--- src/rtl/pb_port_cmd_decoder.sv ---
// pb_port_cmd_decoder: kcpsm6 port fabric with state/GP output ports, key command pulses, reset pulse and edge interrupts
module pb_port_cmd_decoder #(
  parameter int NUM_GP = 2,
  parameter logic [7:0] GP_BASE_ID = 8'h10,
  parameter logic [7:0] CMD_PORT_ID = 8'h01,
  parameter logic [7:0] STATE_PORT_ID = 8'h02,
  parameter logic [7:0] IRQ_PORT_ID = 8'h03,
  parameter logic [7:0] STATUS_PORT_ID = 8'h04,
  parameter int NUM_IRQ = 4,
  parameter int RESET_CYCLES = 1044,
  parameter logic [7:0] KEY_UP = 8'h57,
  parameter logic [7:0] KEY_DOWN = 8'h53,
  parameter logic [7:0] KEY_LEFT = 8'h41,
  parameter logic [7:0] KEY_RIGHT = 8'h44,
  parameter logic [7:0] KEY_RESET = 8'h08,
  parameter logic [7:0] KEY_INSTR = 8'h49
) (
  input  logic                  clk,
  input  logic                  reset,
  input  logic [7:0]            port_id,
  input  logic [7:0]            out_port,
  input  logic                  write_strobe,
  input  logic                  k_write_strobe,
  input  logic                  read_strobe,
  output logic [7:0]            in_port,
  output logic                  interrupt,
  input  logic                  interrupt_ack,
  input  logic [NUM_IRQ-1:0]    irq_src,
  input  logic [7:0]            status_in,
  output logic [7:0]            estado_port,
  output logic [8*NUM_GP-1:0]   gp_out,
  output logic                  sumar,
  output logic                  restar,
  output logic                  izquierda,
  output logic                  derecha,
  output logic                  instrucciones,
  output logic                  reset_o
);
  localparam int CW = $clog2(RESET_CYCLES + 1);
  localparam logic [CW-1:0] RC = CW'(RESET_CYCLES);
  logic [7:0] key;
  logic [CW-1:0] cnt;
  logic [NUM_IRQ-1:0] irq_d, pending, edges, clr;
  function automatic logic hit(input logic [7:0] id);
    return (write_strobe && port_id == id) || (k_write_strobe && port_id[3:0] == id[3:0]);
  endfunction
  assign edges = irq_src & ~irq_d;
  assign clr = (read_strobe && port_id == IRQ_PORT_ID) ? in_port[NUM_IRQ-1:0] : '0;
  always_ff @(posedge clk) begin
    if (reset) begin
      key <= '0;
      cnt <= '0;
      irq_d <= '0;
      pending <= '0;
      in_port <= '0;
      interrupt <= 1'b0;
      estado_port <= '0;
      gp_out <= '0;
      sumar <= 1'b0;
      restar <= 1'b0;
      izquierda <= 1'b0;
      derecha <= 1'b0;
      instrucciones <= 1'b0;
      reset_o <= 1'b0;
    end else begin
      key <= hit(CMD_PORT_ID) ? out_port : 8'h00;
      sumar <= key == KEY_UP;
      restar <= key == KEY_DOWN;
      izquierda <= key == KEY_LEFT;
      derecha <= key == KEY_RIGHT;
      instrucciones <= instrucciones ^ (key == KEY_INSTR);
      if (cnt != '0) begin
        cnt <= cnt - CW'(1);
        reset_o <= cnt != CW'(1);
      end else if (key == KEY_RESET) begin
        cnt <= RC;
        reset_o <= 1'b1;
      end
      if (hit(STATE_PORT_ID)) estado_port <= out_port;
      for (int i = 0; i < NUM_GP; i++)
        if (hit(8'(GP_BASE_ID + i))) gp_out[8*i +: 8] <= out_port;
      irq_d <= irq_src;
      pending <= (pending & ~clr) | edges;
      interrupt <= |edges | (interrupt & ~interrupt_ack);
      in_port <= port_id == IRQ_PORT_ID ? 8'(pending) : port_id == STATUS_PORT_ID ? status_in : 8'h00;
    end
  end
endmodule

--- config.mk ---
export PLATFORM = sky130hd
export DESIGN_NAME = pb_port_cmd_decoder
export DESIGN_NICKNAME = d
export VERILOG_FILES = /design/src/rtl/pb_port_cmd_decoder.sv
export SDC_FILE = /design/constraint.sdc
export NUM_CORES = 1
export LEC_CHECK = 0
export CORE_MARGIN = 2
export CORE_UTILIZATION = 30
export DETAILED_ROUTE_END_ITERATION = 10
export PLACE_DENSITY = 0.63
export SETUP_SLACK_MARGIN = 0.1
export SLEW_MARGIN = 5
export SYNTH_ARGS = -nofsm -noshare
export SYNTH_HDL_FRONTEND = slang
export SYNTH_SLANG_ARGS = --single-unit
--- constraint.sdc ---
create_clock -name clk -period 4.83 [get_ports clk]
set_clock_uncertainty 0.2 [all_clocks]
set_input_delay 0.483 -clock clk [delete_from_list [all_inputs] [get_ports clk]]
set_output_delay 0.483 -clock clk [all_outputs]
set_load 0.01 [all_outputs]
### Yosys cells after proc, flatten, opt, wreduce, memory -nomap -nowiden

Index checks and enable logic that the tools add are counted.

| cells by class | value |
|---|---|
| equality and inequality tests | 15 |
| reductions and logical operators | 18 |
| bitwise gates (word level) | 11 |
| $add $sub $neg | 1 |
| divide/modulo/power cells | 0 |
| magnitude comparators | 0 |
| mux-type cells | 7 |
| shifts and indexed selects | 0 |
| multiply operators | 0 |

Operators with widths:

| operator | number |
|---|---|
| == test 8 x 7 -> 1 bit (second input constant) | 5 |
| 2-to-1 mux 11 bit | 2 |
| == test 8 x 2 -> 1 bit (second input constant) | 2 |
| == test 8 x 5 -> 1 bit (second input constant) | 2 |
| 2-to-1 mux 4 bit | 3 |
| inequality test 11 x 1 -> 1 bit (second input constant) | 1 |
| nonzero test 11 bit | 1 |
| subtractor 11 x 1 -> 11 bit (second input constant) | 1 |
| AND 4 bit | 2 |
| == test 8 x 1 -> 1 bit (second input constant) | 1 |
| == test 8 x 3 -> 1 bit (second input constant) | 1 |
| == test 8 x 4 -> 1 bit (second input constant) | 1 |
| logical AND 1 bit | 8 |
| NOT 4 bit | 2 |
| == test 4 x 1 -> 1 bit (second input constant) | 1 |
| == test 4 x 2 -> 1 bit (second input constant) | 1 |
| logical NOT 4 bit | 1 |
| logical OR 1 bit | 4 |
| bitwise OR 4 bit | 1 |
| OR reduction 4 bit | 1 |
| NOT 1 bit | 3 |
| OR reduction 3 bit | 1 |
| 2-to-1 mux 1 bit | 2 |
| nonzero test 2 bit | 1 |
| 4 further kinds | 4 |

| word-level totals | value |
|---|---|
| latch bits | 0 |
| bits in read-only memories | 0 |
| bits in writable memories | 0 |
| memories | 0 |
| output and inout port bits | 39 |
| word-level logic and storage cells | 68 |
| register bits after elaboration | 66 |
| bits of input ports | 34 |

### Longest topological paths before layout

| depth | value |
|---|---|
| depth after elaboration | 6 |
| mapped depth | 6 |
| depth with buffers taken out | 6 |

### Least setup slack after synthesis

OpenSTA, ideal clock, no wires.

| timing path | value |
|---|---|
| kind | register -> register |
| from | register cnt[0] |
| to | register cnt[7] |
| setup time | 0.070 ns |
| clock period less this slack | 1.845 ns |
| required time | 4.560 ns |
| buffers on the path | 0 |
| data arrival time | 1.576 ns |
| setup slack | 2.985 ns |
| stages on the path, launching flop included | 7 |
| cells stage by stage | dfxtp_1 -> inv_1 -> ha_1 -> nor2b_1 -> and2_1 -> or4_1 -> a21oi_1 |

| between the ends | value |
|---|---|
| cells in the longest elaborated chain, start to end | 2 |
| elaborated cells on any way between the ends | 4 |
| classes of those cells | add/sub: 1; mux: 1; reduce/logical: 2 |

RTL lines:

| what | RTL line | RTL |
|---|---|---|
| start: declaration | 42 | `logic [CW-1:0] cnt;` |
| start signal: assignment | 73 | `cnt <= cnt - CW'(1);` |
| subtractor 11 x 1 -> 11 bit or nonzero test 11 bit (tied branches) | 73, 72 |  |
| 2-to-1 mux 11 bit or nonzero test 2 bit (tied branches) | - |  |

Several ways; a longest one is shown, not always the timed one.
A chain may end at the register's enable or synchronous reset.

### Worst setup path after layout

| timing path | value |
|---|---|
| from | input port_id[7] |
| to | register key[4] |

| between the ends | value |
|---|---|
| cells in the longest elaborated chain, start to end | 5 |

RTL lines:

| what | RTL line | RTL |
|---|---|---|
| start: declaration | 20 | `input logic [7:0] port_id,` |
| == test 8 x 1 -> 1 bit | 45 | `return (write_strobe && port_id == id) \|\| (k_write_strobe && port_id[3:0] == id[3:0]);` |
| logical AND 1 bit | 45 |  |
| logical OR 1 bit | 45 |  |
| NOT 1 bit (no line) | - |  |
| OR reduction 2 bit (no line) | - |  |
| end signal: assignment | 66 | `key <= hit(CMD_PORT_ID) ? out_port : 8'h00;` |
| end: declaration | 41 | `logic [7:0] key;` |

Every way passes these cells.

==> flow_summary.ini <==
[grt]
globalRouteTotalUtil_pct = 13.9
grt_start_max_net_pins = 62
grt_overflow = 0
grt_antenna_before_repair = 0
global_route_wire_length_before_repair_um = 10900
grt_pass1_vias = 2228

[power]
power_density_mw_per_mm2 = 425
vdd_drop_max_mv = 0.150
p_leak_nw = 1.38

[floorplan]
die_w_um = 99.3
std_cell_rows = 34
core_area_mm2 = 0.00876
die-area_mm2 = 0.00987
ios = 73
initial_utilization_pct = 31.1
dieHeight_um = 99.3

[cts]
cts.sink_count = 66
cts_hold_repair.buffers = 0
cts_tree = built
ctsLongestPathBuffers = 2
post-cts-setup-buffers = 0
ctsRootBufferMaster = sky130_fd_sc_hd__clkbuf_8
clk_latency_ns = 0.35
cts-resized-gates = 0
clkTransAtPathRegs_ns = 0.07
cts-buffers-inserted = 9
cts_htree_levels = 3

[status]
outcome = complete, no violations

[setup_path]
crit-reg2reg-launch = cnt[0]$_SDFFE_PP0P_
setup.worst_path.class = in -> reg
ff2ff_setup_slack_ns = 2.79
critPathCapture = key[4]$_SDFF_PP0_
sort_of_element_at_the_start_of_the_critical_path = primary input
endpoint_kind = flip-flop
r2r-end = cnt[4]$_SDFFE_PP0P_
crit_fanout = 9
setup.worst_path.start = port_id[7]
required_ns = 4.91
reg2reg_depth = 6
worst_ep_arrival_time_ns = 2.24

[synth]
ys.flop_type = sky130_fd_sc_hd__dfxtp_1
netlist_top_cells_area = sky130_fd_sc_hd__dfxtp_1 48%, sky130_fd_sc_hd__nand2b_1 4.1%, sky130_fd_sc_hd__nor2b_1 3.9%
syn-num-nets = 329
synth_cell_type_count = 52
yosysSeqAreaShare_pct = 48.5
ys_seq_elements = 66
number_of_flops_mapped_to_enable_cells_by_yosys = 0
synthesis.yosys.warnings = 0
synth_area_leader_cell = sky130_fd_sc_hd__dfxtp_1
synthCells = 292
syn-cell-area_mm2 = 0.00273
synthArstFlopShare_pct = 0
synth.avg_cell_area_um2 = 9.34
netlist.area_leader.share_pct = 48.5

[timing]
final.min_clock_period_ns = 2.16
worst_slew_pin_slew_ns = 1.05
timing.setup.tns_ns = 0
max-slew-margin-rel_pct = 30.1
final_hold_viol_count = 0
clock.fmax_ghz = 0.463
setup_repair_after_global_routing_missed_its_margin = no
final.hold.worst_slack_ns = 0.279
report.final.slew_viol_count = 0
setup_violations = 0
final_period_util_pct = 44.7

[finish]
layout.nets = 402
post_route_cells_drive_above_1_share_pct = 7.84
num_antenna_cells = 0
layout_common_cells = 71 x sky130_fd_sc_hd__clkdlybuf4s50_1, 66 x sky130_fd_sc_hd__dfxtp_1, 26 x sky130_fd_sc_hd__nor2_1
syn_to_final_growth_pct = 37.8
fillCellCount = 860
mostFrequentLayoutCell = sky130_fd_sc_hd__clkdlybuf4s50_1

[place]
buffer_ports.inserted = 72
routabilityCongestion = 0.830
hpwl_um = 4800

[flow_run]
maxCapViolations = 0

[drt]
dr_total_vias = 2344
drtAntennaViolNets = 0
drt-total-wl_um = 6650
drt-pass1-iter-count = 4
post_drt_wl_per_cell_um = 13.9
violation_count_after_the_first_detailed_route_iteration = 103
drc_errors = 0
routed_via_density = 4.90

[min_path]
worst_hold_path_type = reg -> reg
## report_power, final
part,total (mW),leakage (nW),switching [mW],internal [mW]
registers,0.667,0.537,0.0699,0.598
clock network,0.515,0.109,0.212,0.303
logic,0.415,0.736,0.210,0.205
## cells by family (layout without fill, tap and decap cells)
group           after synthesis  count (layout)  synth area share, %
xor+xnor                      1               1                0.321
flops                        66              66                 48.5
buf+inv                      15              93                 2.11
mux                          11              11                 4.08
fa+ha+maj                     3               3                 1.38
compound gates               64              64                 14.0
simple gates                132             132                 29.6
## registers in the layout, indices dropped and copies added, names as in the netlist
name           count
in_port            8
pending            4
reset_o            1
irq_d              4
izquierda          1
gp_out            16
interrupt          1
restar             1
cnt               11
derecha            1
key                8
estado_port        8
instrucciones      1
sumar              1
## worst max-delay path: stages
cell,delay (ns)
sky130_fd_sc_hd__clkdlybuf4s50_1,0.43
sky130_fd_sc_hd__nor4_2,0.48
sky130_fd_sc_hd__a21oi_1,0.31
sky130_fd_sc_hd__nor3_2,0.33
sky130_fd_sc_hd__and2_1,0.20
## cells in the mapped netlist (3+ instances only)
library cell / instances
sky130_fd_sc_hd__dfxtp_1: 66
sky130_fd_sc_hd__nor2_1: 26
sky130_fd_sc_hd__a21oi_1: 19
sky130_fd_sc_hd__nand2b_1: 18
sky130_fd_sc_hd__nor2b_1: 17
sky130_fd_sc_hd__o21ai_0: 17
sky130_fd_sc_hd__and2_1: 13
sky130_fd_sc_hd__nand3_1: 13
sky130_fd_sc_hd__nand2_1: 11
sky130_fd_sc_hd__mux2i_1: 10
sky130_fd_sc_hd__clkbuf_1: 9
sky130_fd_sc_hd__o21ai_1: 9
sky130_fd_sc_hd__inv_1: 5
sky130_fd_sc_hd__and3_1: 4
sky130_fd_sc_hd__a211oi_1: 3
sky130_fd_sc_hd__a22oi_1: 3
sky130_fd_sc_hd__ha_1: 3
sky130_fd_sc_hd__nand3b_1: 3
## metrics by stage
stage	setup WS (ns)	area, µm²	utilization, %	instances	power (mW)
6_report	2.67	3760	42.9	478	1.60
3_3_place_gp	2.38	3540	40.4	462	1.08
4_1_cts	2.68	3760	42.9	478	1.61
5_1_grt	2.53	3760	42.9	478	1.70
3_5_place_dp	2.32	3540	40.4	462	1.09
2_1_floorplan	2.98	2730	-	292	0.977
## per-layer routing
metal / track usage (%) / share of wire (%) / vias up
met3: 4.57 / 5.2 / 10
met5: 0 / 0 / -
li1: - / - / 1175
met2: 22.1 / 47 / 51
met1: 17.1 / 46 / 1108
met4: 6.43 / 1.8 / 0
## worst min path at each step
stage                     slack (ns)  depth (start not counted)                   startpoint                          end
after floorplan                 0.25                          2        pending[0]$_SDFF_PP0_        pending[0]$_SDFF_PP0_
after global placement          0.26                          2        pending[0]$_SDFF_PP0_        pending[0]$_SDFF_PP0_
after detailed placement        0.27                          2       gp_out[3]$_SDFFE_PP0P_       gp_out[3]$_SDFFE_PP0P_
after CTS                       0.28                          2  estado_port[4]$_SDFFE_PP0P_  estado_port[4]$_SDFFE_PP0P_
after global routing            0.30                          2       gp_out[4]$_SDFFE_PP0P_       gp_out[4]$_SDFFE_PP0P_
final                           0.28                          2  estado_port[4]$_SDFFE_PP0P_  estado_port[4]$_SDFFE_PP0P_
## layout make-up
cell class                 instances  area [µm²]  area share, %
inverter                           5        18.8          0.500
tap                              108         135           3.60
sequential                        66        1320           35.2
multi-input combinational        211        1350           35.9
clock inverter                     5        77.6           2.06
clock buffer                      11         141           3.76
timing repair buffer              72         716           19.0
(Power assumes the default switching activity.)
